File: config.mk
export PLATFORM = sky130hd
export DESIGN_NAME = icap_feed_fifo
export DESIGN_NICKNAME = d
export VERILOG_FILES = /design/src/rtl/icap_feed_fifo.sv
export SDC_FILE = /design/constraint.sdc
export NUM_CORES = 1
export LEC_CHECK = 0
export ABC_AREA = 0
export BUFFER_PORTS_ARGS = -buffer_cell sky130_fd_sc_hd__buf_2
export CORE_ASPECT_RATIO = 1.75
export CORE_MARGIN = 1
export CORE_UTILIZATION = 30
export DETAILED_ROUTE_END_ITERATION = 10
export GPL_ROUTABILITY_DRIVEN = 0
export SETUP_SLACK_MARGIN = 0.02
export SLEW_MARGIN = 20
export SYNTH_ARGS = -nofsm -noshare
export SYNTH_HDL_FRONTEND = slang
export SYNTH_SLANG_ARGS = --single-unit
File: constraint.sdc
create_clock -name clk -period 10.1 [get_ports clk]
set_input_delay 1.01 -clock clk [delete_from_list [all_inputs] [get_ports clk]]
set_output_delay 1.01 -clock clk [all_outputs]
set_load 0.1 [all_outputs]
File: src/rtl/icap_feed_fifo.sv
// -----------------------------------------------------------------------------
// icap_feed_fifo
//
// Width-converting FIFO that accepts wide words (IN_W bits) and emits them as a
// sequence of narrow slices (OUT_W bits), for example to feed a configuration
// port that takes 32-bit words from a 128-bit DMA stream. The slice order is
// MSB-first or LSB-first. An optional per-byte bit reversal produces ICAP byte
// ordering.
//
// Parameters
//   IN_W      write-side word width; must equal RATIO*OUT_W with RATIO >= 2
//   OUT_W     read-side slice width; a multiple of 8 when BITSWAP = 1
//   DEPTH     number of IN_W entries; a power of two, >= 2
//   MSB_FIRST 1 = most significant slice emitted first, 0 = least significant
//   BITSWAP   1 = reverse the bit order inside every byte of each slice
//
// Ports
//   clk        single clock, rising edge
//   rst        synchronous active-high reset; overrides every other input
//   flush      synchronous clear of contents and status; data_out is kept
//   write_en   write request for data_in (dropped when full)
//   data_in    wide write word
//   full       level == DEPTH (registered)
//   overflow   sticky: at least one write was dropped because the FIFO was full
//   read_en    request to emit one slice this cycle
//   data_out   registered output slice
//   data_valid data_out was loaded with a new slice on the last edge
//   empty      level == 0 (registered)
//   level      stored entries, including a partially emitted head entry
// -----------------------------------------------------------------------------
module icap_feed_fifo #(
    parameter int IN_W      = 128,
    parameter int OUT_W     = 32,
    parameter int DEPTH     = 8,
    parameter bit MSB_FIRST = 1'b1,
    parameter bit BITSWAP   = 1'b0
) (
    input  logic                     clk,
    input  logic                     rst,
    input  logic                     flush,
    input  logic                     write_en,
    input  logic [IN_W-1:0]          data_in,
    output logic                     full,
    output logic                     overflow,
    input  logic                     read_en,
    output logic [OUT_W-1:0]         data_out,
    output logic                     data_valid,
    output logic                     empty,
    output logic [$clog2(DEPTH):0]   level
);

    localparam int RATIO = IN_W / OUT_W;
    localparam int AW    = $clog2(DEPTH);
    localparam int CW    = $clog2(RATIO);
    localparam int LW    = AW + 1;
    localparam int NBYTE = OUT_W / 8;

    logic [IN_W-1:0]  mem [DEPTH];
    logic [AW-1:0]    wr_ptr;
    logic [AW-1:0]    rd_ptr;
    logic [CW-1:0]    slice_cnt;

    logic             write_ok;
    logic             emit;
    logic             last_slice;
    logic             pop;
    logic [LW-1:0]    level_next;
    logic [IN_W-1:0]  head_word;
    logic [CW-1:0]    slice_sel;
    logic [OUT_W-1:0] raw_slice;
    logic [OUT_W-1:0] emit_slice;

    // A write is refused whenever full is set, even if the head entry pops on
    // the same edge: the freed slot only becomes usable one cycle later.
    assign write_ok   = write_en && !full;
    assign emit       = read_en && !empty;
    assign last_slice = (slice_cnt == CW'(RATIO - 1));
    assign pop        = emit && last_slice;
    assign level_next = level + LW'(write_ok) - LW'(pop);

    assign head_word  = mem[rd_ptr];

    // MSB-first emission walks the slices from the top of the word downwards,
    // so slice k sits at physical position RATIO-1-k.
    assign slice_sel  = MSB_FIRST ? (CW'(RATIO - 1) - slice_cnt) : slice_cnt;
    assign raw_slice  = head_word[slice_sel*OUT_W +: OUT_W];

    // NOTE: every variable written in always_comb is assigned a default first,
    // so no path can leave it unassigned and infer a latch.
    always_comb begin
        emit_slice = raw_slice;
        if (BITSWAP) begin
            for (int b = 0; b < NBYTE; b++) begin
                for (int i = 0; i < 8; i++) begin
                    emit_slice[b*8 + i] = raw_slice[b*8 + 7 - i];
                end
            end
        end
    end

    // NOTE: the storage array has no reset. Stale contents are unreachable
    // because the pointers and level are cleared, and leaving the array out of
    // reset lets it map onto RAM.
    always_ff @(posedge clk) begin
        if (write_ok) begin
            mem[wr_ptr] <= data_in;
        end
    end

    // NOTE: state registers use non-blocking assignments so every register
    // samples its pre-edge inputs regardless of statement order.
    always_ff @(posedge clk) begin
        if (rst) begin
            wr_ptr     <= '0;
            rd_ptr     <= '0;
            slice_cnt  <= '0;
            level      <= '0;
            empty      <= 1'b1;
            full       <= 1'b0;
            overflow   <= 1'b0;
            data_valid <= 1'b0;
            data_out   <= '0;
        end else if (flush) begin
            // data_out is deliberately left alone so downstream sees a stable bus.
            wr_ptr     <= '0;
            rd_ptr     <= '0;
            slice_cnt  <= '0;
            level      <= '0;
            empty      <= 1'b1;
            full       <= 1'b0;
            overflow   <= 1'b0;
            data_valid <= 1'b0;
        end else begin
            if (write_ok) begin
                wr_ptr <= wr_ptr + 1'b1;
            end
            if (write_en && full) begin
                overflow <= 1'b1;
            end

            data_valid <= emit;
            if (emit) begin
                data_out <= emit_slice;
                if (last_slice) begin
                    slice_cnt <= '0;
                    rd_ptr    <= rd_ptr + 1'b1;
                end else begin
                    slice_cnt <= slice_cnt + 1'b1;
                end
            end

            // Status flags are derived from the next level, so all three agree
            // in every cycle.
            level <= level_next;
            empty <= (level_next == '0);
            full  <= (level_next == LW'(DEPTH));
        end
    end

endmodule

Word level (Yosys, flattened, before mapping)
Memory sizes are Yosys's and may differ from the RTL's. A register that Yosys moved wholly into a read port is not among the register bits.
Cells that the tools add are included.
{"block": "totals", "out_inout_bits": 40, "mem_bits_rw": 1024, "regBits": 48, "elab_cells": 35, "in_bits": 133, "memories": 1}
{"block": "op_classes", "n_addsub": 6, "bitwise": 1, "n_mux": 5, "eq_ne": 2, "shifts": 1, "reduce_logical": 10}
{"name": "mem", "words": 8, "word_bits": 128, "read_ports": 1, "rd_ports_with_merged_regs": 1, "wr": 1, "line": "58", "source": "logic [IN_W-1:0] mem [DEPTH];"}
{"op": "128-bit by 8-bit variable part select with 32-bit output", "n": 1}
{"op": "3-bit by 1-bit adder with 3-bit output (second input constant)", "n": 2}
{"op": "3-bit 2-to-1 mux", "n": 2}
{"op": "4-bit by 1-bit adder with 4-bit output", "n": 1}
{"op": "4-bit equality test (second input constant)", "n": 1}
{"op": "1-bit logical AND", "n": 4}
{"op": "4-bit zero test", "n": 1}
{"op": "2-bit AND reduction", "n": 2}
{"op": "4-bit by 1-bit subtractor with 4-bit output", "n": 1}
{"op": "2-bit by 1-bit adder with 2-bit output (second input constant)", "n": 1}
{"op": "2-bit equality test (second input constant)", "n": 1}
{"op": "1-bit zero test", "n": 2}
{"op": "1-bit 2-to-1 mux", "n": 2}
{"op": "2-bit 2-to-1 mux", "n": 1}
{"op": "2-bit OR reduction", "n": 1}
{"op": "2-bit subtractor (first input constant)", "n": 1}
{"op": "1-bit inverter", "n": 1}

Longest topological paths before layout
Gate-level depths: netlist of the first run.
{"block": "depth", "depth_word": 5, "ltp_mapped": 10, "ltp_nobuf": 10}

Worst setup path before layout of the first run
OpenSTA, ideal clock, no wires.
{"block": "synth_timing", "path_kind": "input port to flip-flop", "start": "input write_en", "end": "memory mem[0][0] (enable)", "path_stages": 4, "path_buffers": 1, "required_ps": 9328, "setup_ps": 772, "arrival_time_ps": 10156, "slack_ps": -828, "path_cell_list": "nor2b_1 -> clkbuf_1 -> nand2b_1 -> nor3_1"}
{"block": "synth_between", "elab_chain_len": 3}
{"element": "from (decl)", "line": "41", "source": "input logic write_en,"}
{"element": "1-bit logical AND", "line": "75", "source": "assign write_ok = write_en && !full;"}
{"element": "1-bit 2-to-1 mux", "line": "105", "source": "if (write_ok) begin"}
{"element": "1-bit 2-to-1 mux (not written as such)", "line": "106", "source": "mem[wr_ptr] <= data_in;"}
{"element": "to (decl)", "line": "58"}
Every way passes these cells.

==> impl_results.md, run 1 <==
* Outcome: completed
* Pin count of the biggest net entering global routing at 130
* CTS tree: yes
* Post-CTS Setup Inserts at 0
* Clock root buffer: clkbuf_16
* Clock transition at path regs at 0.06 ns
* TNS Setup at 0 ns
* DR WL met2 at 50100 µm
* Starting Density at 0.302
* Critical path arrival at 4.88 ns
* Cts bufs inserted at 93
* Worst slack, placed at 5.91 ns
* Sequential share of power at 0.552
* Post-cts hold buffer count at 0
* WL/cell at 23.2 µm
* CTS Buffer Depth at 3
* WL final at 102000 µm
* Pint at 7180 µW
* Post-CTS resize count at 0
* Full die area at 140000 µm²
* Die height at 495 µm
* CP Capture Type: register
* Mean post-synth cell area at 18.2 µm²
* Post-synth EDFFs at 1024
* Net Sw Frac at 0.201
* Worst vdd ir at 0.000124 V
* RSZ-0062 raised after global routing: no
* Synth top cells by count: edfxtp_1, mux2i_1, a22oi_1
* Startpoint Class: register
* Final period util at 0.424
* Slew headroom at 0.237
* Critical path class: reg2reg
* DP HPWL at 56600 µm
* Post-route ant nets at 0
* Remaining Overflow, GRT at 0
* Min Tclk post-route at 4.28 ns
* CP Max Fanout at 129
* Slack of the critical path at 5.82 ns
* Fraction of layout cells with a size suffix above 1 at 0.161
* Vias in the first global route at 21300
* Fin. Hold Viols at 0
* FMAX at 234 MHz
* Iteration-0 DRC Markers at 1470
* Final setup fails at 0
* Die width at 283 µm
* Post-synth top flop: edfxtp_1
* Final Max Slew Viols at 0
* Max cap viols at 0
* CTS sink cnt at 1075
* Max Used Layer: met5
* Synth top area share at 0.739
* Largest cells by area after synthesis: edfxtp_1, mux2i_1, a22oi_1
* Clock Skew at 0.0418 ns
* Core box area at 138000 µm²
* Hold Path Class: reg2reg
* Synth Instances at 2283
* Worst-margin pin slew at 1.14 ns
* Cell variety after synth at 31
* Final core utilization at 0.347
* Register area share after synthesis at 0.764
* Lkg Pwr at 0.0140 µW
* Nets@finish at 2588
* Most frequent cell after synthesis: edfxtp_1
* Total track usage at 0.143
* Combinational power share at 0.030
* Net switching power at 1800 µW
* Metal-1 WL at 41400 µm
* Ys async rst share at 0
* Vias after detailed routing at 21000
* Clock Latency Late Sink at 0.68 ns
* Critical Path RT at 10.70 ns
* Yosys reg bits at 1075
* Clock Power Share at 0.418
* Htree depth at 3
* Top Ports at 173
* Drt via density at 4.79
* Area leader, netlist: edfxtp_1
* Layout Area Growth over Synthesis at 14.7%
* Syn Nets at 2423
* DRC violations left at 0
* Routed length on met3 at 6700 µm
* IO buf count at 172
* # rows at 180
* Pre-antenna DRT Iters at 7
* Post-synthesis cell area at 41600 µm²
* Synth warnings at 0
* Initial antenna violation count at 73
* Wire length of the first global-routing pass at 147000 µm
* PwrDens at 188 nW/µm²
layout by cell type, fill, tap and decap left out, types with 14 or more instances in the layout:
cell / n
clkbuf_1: 19
diode_2: 41
clkinv_2: 18
a211oi_2: 32
buf_2: 172
bufinv_16: 14
nor2_1: 42
a21oi_1: 133
or4_1: 32
mux2i_1: 513
a22oi_1: 256
buf_4: 25
dfxtp_1: 50
clkbuf_16: 97
edfxtp_1: 1024
worst paths after layout:
path | endpoint | cells after the start | slack [ns] | startpoint
worst max-delay path | data_out[24]$_SDFFE_PP0P_ | 7 | 5.82 | register
worst min-delay path | overflow$_SDFFE_PP0P_ | 2 | 0.48 | overflow$_SDFFE_PP0P_
worst max register to register | data_out[24]$_SDFFE_PP0P_ | 7 | 5.82 | register
worst min register to register | overflow$_SDFFE_PP0P_ | 2 | 0.48 | overflow$_SDFFE_PP0P_
sequential cells by signal, indices dropped and copies added, names as in the netlist, named ones only:
register	count
data_out	32
data_valid	1
empty	1
full	1
level	4
mem	1024
overflow	1
rd_ptr	3
slice_cnt	2
wr_ptr	3
per-stage QoR:
step	total power [µW]	instance area, µm²	hold slack [ns]	cells
floorplan	5190	41600	0.458	2283
global placement	5330	44300	0.455	4172
detailed placement	5340	44400	0.463	4173
CTS	9070	47600	0.481	4347
global route	9240	47700	0.522	4382
finish	8990	47700	0.480	4388
power by group through the flow:
stage / sequential [µW] / combinational (µW) / clock [µW]
4_1_cts: 4960 / 280 / 3830
3_5_place_dp: 5060 / 280 / 0
5_1_grt: 4960 / 297 / 3980
6_report: 4960 / 273 / 3760
2_1_floorplan: 5100 / 95.0 / 0
3_3_place_gp: 5050 / 273 / 0
layout make-up:
cell class | instances | area [µm²]
fill | 12800 | 89900
sequential | 1075 | 31800
multi-input combinational | 1068 | 9030
clock buffer | 122 | 2580
tap | 1820 | 2280
timing repair buffer | 208 | 1270
clock inverter | 52 | 662
antenna | 41 | 103
inverter | 2 | 7.51
per-layer routing:
layer	up-vias	global-route usage
li1	9571	-
met1	10700	0.171
met2	520	0.243
met3	195	0.0417
met4	72	0.0561
met5	-	0
cell families (layout without fill, tap and decap cells):
family	Yosys count	in the layout	share of synthesized area
other cells	0	41	0
simple gates	117	117	0.0148
compound gates	424	424	0.0723
buf+inv	140	384	0.0218
flops	1075	1075	0.764
fa+ha+maj	7	7	0.00229
mux	513	513	0.123
xor+xnor	7	7	0.00147
critical path, stage by stage, from the launching register on:
cell	delay [ns]
dfxtp_4	0.96
buf_12	0.59
buf_12	0.79
mux2i_1	0.20
a22oi_1	0.26
a21oi_1	0.13
or4_1	0.57
a211oi_2	0.23
Power figures use the tool's default switching activity.
==> inputs of run 2 (changes only) <==
==> constraint.sdc (replaced) <==
create_clock -name clk -period 4.25 [get_ports clk]
set_input_delay 0.425 -clock clk [delete_from_list [all_inputs] [get_ports clk]]
set_output_delay 0.425 -clock clk [all_outputs]
set_load 0.1 [all_outputs]
==> impl_results.md, run 2 (synthesized netlist as in run 1, its figures left out) <==
* Startpoint Class: register
* Outcome: completed
* Clock root buffer: clkbuf_16
* Slowest stage cell, crit path: and2_4
* CTS sink cnt at 1075 (unchanged)
* WL final at 105000 µm (+2.8%)
* Most common cell after layout, fill and taps aside: edfxtp_1
* Post-route ant nets at 0 (unchanged)
* Crit path cell chain: and2_4 > buf_12 > buf_4 > a22oi_1 > a21oi_1 > or4_1 > a211oi_2
* Core box area at 138000 µm² (unchanged)
* Post-CTS resize count at 0 (unchanged)
* Clock Latency Late Sink at 0.68 ns (about the same)
* Iteration-0 DRC Markers at 1624 (+10%)
* Drt via density at 4.91 (+2.4%)
* Pre-antenna DRT Iters at 5 (-2)
* Top delay family on crit path: simple AND/OR/NAND/NOR gates
* DP HPWL at 61200 µm (+8.2%)
* Number of flip-flops in the largest register at 1024 (unchanged)
* Clock Skew at 0.0310 ns (-0.0108 ns)
* Final setup fails at 0 (unchanged)
* FMAX at 365 MHz (+56%)
* # rows at 180 (unchanged)
* DRC violations left at 0 (unchanged)
* CP Capture Type: register
* Crit path depth at 7 (unchanged)
* PwrDens at 439 nW/µm² (+130%)
* Final period util at 0.644 (+0.221)
* FF-to-FF setup slack at 1.51 ns (-4.31 ns)
* Worst vdd ir at 0.000289 V (+130%)
* CTS tree: yes
* Starting Density at 0.302 (unchanged)
* IO buf count at 172 (unchanged)
* CP Max Fanout at 46 (-64%)
* CP peak stage delay at 0.73 ns (-0.23 ns)
* Nets@finish at 2678 (+3.5%)
* Initial antenna violation count at 63 (-14%)
* Routing usage on met2 at 0.244 (+0.00161)
* Wire length of the first global-routing pass at 150000 µm (+2.1%)
* Final cell count without fillers at 4454 (+1.5%)
* Hold Path Class: in2reg
* Cts bufs inserted at 101 (+8.6%)
* Vias in the first global route at 21800 (+2.5%)
* Critical path class: reg2reg
* Fraction of layout cells with a size suffix above 1 at 0.167 (+0.00592)
* Critical path arrival at 3.28 ns (-1.60 ns)
* Met3 GRT Util at 0.0331 (-0.00853)
* Lkg Pwr at 0.0145 µW (+3.6%)
* CTS Buffer Depth at 3 (unchanged)
* Largest regs: mem: 1024 flops, data_out: 32 flops, level: 4 flops
* Met1 usage at 0.186 (+0.0151)
* Critical Path RT at 4.79 ns (-5.91 ns)
* RSZ-0062 raised after global routing: no
* Placed insts at 4204 (+0.74%)
* Final core utilization at 0.354 (+0.00766)
* Total track usage at 0.146 (+0.00249)
* Htree depth at 3 (unchanged)
* Layout Area Growth over Synthesis at 17.2%
* Worst-margin pin slew at 1.08 ns (-0.0643 ns)
* Worst-case reg-to-reg path depth at 7 (unchanged)
* Clock transition at path regs at 0.07 ns (about the same)
* Top Ports at 173 (unchanged)
* Reg2reg end: data_out[1]$_SDFFE_PP0P_
* Critical Path Sink: data_out[1]$_SDFFE_PP0P_
* Gr busiest metal: met2
* Full die area at 140000 µm² (unchanged)
* Die width at 283 µm (unchanged)
* Crit path buf inv count at 2 (unchanged)
* Top reg by flops: mem
* Fin. Hold Viols at 0 (unchanged)
* Final Max Slew Viols at 0 (unchanged)
* Max cap viols at 0 (unchanged)
* Pin count of the biggest net entering global routing at 129 (-0.77%)
* Vias after detailed routing at 21900 (+3.9%)
* Fill count at 12700 (-0.69%)
* WL/cell at 23.5 µm (+1.3%)
* Slew headroom at 0.280 (+0.0429)
* Most frequent cells in the layout: edfxtp_1, mux2i_1, a22oi_1, buf_2, a21oi_1
* Min Tclk post-route at 2.74 ns (-1.54 ns)
* Remaining Overflow, GRT at 0 (unchanged)
* Die height at 495 µm (unchanged)
-- run 2: cell count changes in the layout (fill, tap and decap cells not counted), moves of 2 or more --
cell / delta
dlygate4sd3_1: +51
clkbuf_16: +8
clkinvlp_4: -5
clkinv_8: +2
clkbuf_1: +6
clkinv_1: +10
buf_12: +27
bufinv_16: -6
diode_2: -30
buf_4: +4
-- run 2: how the worst min path moves through the flow --
stage	end	cells past startpoint	from	slack, ns
floorplan	register	2	rd_ptr[1]$_SDFFE_PP0P_	0.46
global placement	rd_ptr[1]$_SDFFE_PP0P_	2	rd_ptr[1]$_SDFFE_PP0P_	0.48
detailed placement	overflow$_SDFFE_PP0P_	2	overflow$_SDFFE_PP0P_	0.48
CTS	mem[5][41]$_DFFE_PP_	1	data_in[41]	0.00006
global route	mem[1][73]$_DFFE_PP_	1	data_in[73]	0.02
finish	mem[0][40]$_DFFE_PP_	1	data_in[40]	0.03
-- run 2: where the power goes --
| group | switching, µW | leakage [µW] | internal [µW] |
|---|---|---|---|
| clock network | 3800 | 0.00162 | 5120 |
| registers | 40.2 | 0.00972 | 11700 |
| logic | 483 | 0.00319 | 212 |
| total | 4330 | 0.0145 | 17100 |
-- run 2: worst register-to-register path, cell delays in order (launching register included) --
cell and delay (ns):
dfxtp_1 0.47, and2_4 0.73, buf_12 0.42, buf_4 0.37
a22oi_1 0.09, a21oi_1 0.29, or4_1 0.18, a211oi_2 0.06
-- run 2: routing by layer --
layer	routed length, µm	vias to the layer above	share of wire
met1	44000	11200	0.42
met2	50800	632	0.48
met4	3120	44	0.030
met5	282	-	0.0027
met3	6660	202	0.064
li1	-	9741	-
-- run 2: timing repair --
| action | CTS | global route |
|---|---|---|
| hold endpoints to repair | 308 | 0 |
| hold buffers | 51 | 0 |
| setup buffers | 0 | 0 |
-- run 2: final cells by class --
class                           instances  area [µm²]  share of cell area
Antenna cell                           11        27.5            0.000565
Clock buffer                          137        2820              0.0578
Clock inverter                         51         469             0.00962
Inverter                                2        7.51            0.000154
Multi-Input combinational cell       1068        9030               0.185
Sequential cell                      1075       31800               0.652
Tap cell                             1820        2280              0.0467
Timing Repair Buffer                  290        2350              0.0482
-- run 2: through the flow --
step	worst slack, ns	cell area, µm²	hold slack, ns	total power (µW)	setup TNS [ns]
after floorplan	-0.417	41600	0.458	12300	-305.14
after global placement	1.39	44900	0.476	12600	0
after detailed placement	1.34	44900	0.480	12700	0
after CTS	1.49	48700	0.0000577	21600	0
after global routing	1.38	48700	0.0174	22000	0
final	1.51	48800	0.0301	21400	0
==> inputs of run 3 (changes only) <==
==> constraint.sdc (replaced) <==
create_clock -name clk -period 2.3 [get_ports clk]
set_input_delay 0.23 -clock clk [delete_from_list [all_inputs] [get_ports clk]]
set_output_delay 0.23 -clock clk [all_outputs]
set_load 0.1 [all_outputs]
==> impl_results.md, run 3 (synthesized netlist as in run 1, its figures left out) <==
* Outcome: finished, violations left
* Failing checks: negative setup slack
* Vias after detailed routing at 22800 (+4.5%)
* Top reg by flops: mem
* Hold Path Class: in2reg
* Multi-input logic area at 9220 µm² (+2.1%)
* Pre-antenna DRT Iters at 7 (+2)
* Final period util at 1.02 (+0.372)
* Most common cell after layout, fill and taps aside: edfxtp_1
* Die width at 283 µm (unchanged)
* PwrDens at 758 nW/µm² (+73%)
* TNS Setup at -0.104 ns (-0.104 ns)
* CTS tree: yes
* Clock root buffer: clkbuf_16
* Drt via density at 4.84 (-1.3%)
* DP HPWL at 70100 µm (+15%)
* Fraction of layout cells with a size suffix above 1 at 0.234 (+0.0672)
* CP peak stage delay at 0.44 ns (-0.29 ns)
* FF-to-FF setup slack at -0.04 ns (-1.55 ns)
* FMAX at 428 MHz (+17%)
* Wire length of the first global-routing pass at 158000 µm (+5.6%)
* Vias in the first global route at 23100 (+5.8%)
* Clock Latency Late Sink at 0.70 ns (+0.02 ns)
* Clock Skew at 0.0321 ns (+0.00111 ns)
* RSZ-0062 raised after global routing: yes
* # rows at 180 (unchanged)
* Post-route ant nets at 0 (unchanged)
* Number of flip-flops in the largest register at 1024 (unchanged)
* Starting Density at 0.302 (unchanged)
* CTS sink cnt at 1075 (unchanged)
* Final setup fails at 4 (+4)
* Remaining Overflow, GRT at 0 (unchanged)
* Most frequent cells in the layout: edfxtp_1, mux2i_1, a22oi_1, buf_2, buf_4
* Slack of the critical path at -0.0369 ns (-1.55 ns)
* Lkg Pwr at 0.0160 µW (+10%)
* CTS Buffer Depth at 3 (unchanged)
* Iteration-0 DRC Markers at 1537 (-5.4%)
* Fill count at 12500 (-1.4%)
* DRC violations left at 0 (unchanged)
* Initial antenna violation count at 35 (-44%)
* WL final at 111000 µm (+5.5%)
* Crit path cell chain: buf_12 > buf_4 > mux2i_1 > a22oi_1 > a21oi_1 > buf_4 > or4_1 > a211oi_2
* Htree depth at 3 (unchanged)
* Critical Path RT at 2.89 ns (-1.90 ns)
* Pin count of the biggest net entering global routing at 65 (-50%)
* CP Max Fanout at 14 (-70%)
* Slowest stage cell, crit path: dfxtp_4
* Top delay family on crit path: buffers and inverters
* Core box area at 138000 µm² (unchanged)
* Largest regs: mem: 1024 flops, data_out: 32 flops, level: 4 flops
* Cts bufs inserted at 96 (-5.0%)
* Final Max Slew Viols at 0 (unchanged)
* Worst-margin pin slew at 0.624 ns (-0.456 ns)
* IO buf count at 172 (unchanged)
* Critical path arrival at 2.93 ns (-0.35 ns)
* CP Capture Type: register
* Most frequent CP cell: buf_4
* Crit path buf inv count at 3 (+1)
* Worst vdd ir at 0.000603 V (+110%)
* Full die area at 140000 µm² (unchanged)
* WL/cell at 23.4 µm (-0.43%)
* Slew headroom at 0.587 (+0.307)
* WHS at 0.311 ns (+0.281 ns)
* Min Tclk post-route at 2.34 ns (-0.402 ns)
* Max cap viols at 0 (unchanged)
* Layout Area Growth over Synthesis at 24.6%
* Top Ports at 173 (unchanged)
* Worst slack, placed at -0.0593 ns (-1.40 ns)
* Nets@finish at 2949 (+10%)
* Die height at 495 µm (unchanged)
* Startpoint Class: register
* Total track usage at 0.154 (+0.00847)
* Fin. Hold Viols at 0 (unchanged)
* Critical path class: reg2reg
* Clock transition at path regs at 0.06 ns (about the same)
* Reg area at 31800 µm² (about the same)
run 3: timing repair:
action                                  CTS  global route
pin swaps                                 3            26
setup endpoints to repair                18            32
setup buffers                             4            30
hold buffers                            133             0
endpoints found under the hold margin  1032             0
gates cloned                              0             6
gates resized for setup                  21            59
run 3: routing by layer:
metal,vias up,routed length (µm),global-route usage
met2,606,54900,0.265
met1,11800,45400,0.189
met3,191,6350,0.0352
met5,-,233,0
met4,36,3730,0.0547
li1,10300,-,-
run 3: worst paths after layout:
kind                              start                        end  cells past startpoint
setup reg to reg               register  data_out[18]$_SDFFE_PP0P_                      8
hold / removal                 write_en      overflow$_SDFFE_PP0P_                      4
setup / recovery               register  data_out[18]$_SDFFE_PP0P_                      8
hold reg to reg   overflow$_SDFFE_PP0P_      overflow$_SDFFE_PP0P_                      2
run 3: worst register-to-register path: stages, from the launching register on:
cell and delay [ns]:
dfxtp_4 0.44, buf_12 0.21, buf_4 0.32, mux2i_1 0.14, a22oi_1 0.23, a21oi_1 0.11
buf_4 0.15, or4_1 0.41, a211oi_2 0.22
run 3: area by class of cell:
class	count	share of cell area
multi-input cells	1068	0.178
flip-flops and latches	1075	0.613
clock buffers	119	0.0492
clock inverters	61	0.0110
repair buffers	566	0.104
well taps	1820	0.0439
inverters	2	0.000145
diodes	8	0.000386
run 3: metrics by stage:
step                      area [µm²]  instances   util  total power, µW
final                          51800       4719  0.377            39300
after floorplan                41700       2283      -            22800
after global placement         46600       4359  0.339            23500
after global routing           51800       4716  0.377            40400
after detailed placement       46600       4359  0.339            23500
after CTS                      51200       4676  0.372            39600
run 3: power breakdown:
group | total (µW) | leakage [µW] | internal (µW) | switching (µW)
clock network | 15900 | 0.00153 | 8840 | 7100
registers | 21800 | 0.00972 | 21700 | 72.4
logic | 1550 | 0.00478 | 573 | 982
total | 39300 | 0.0160 | 31100 | 8150
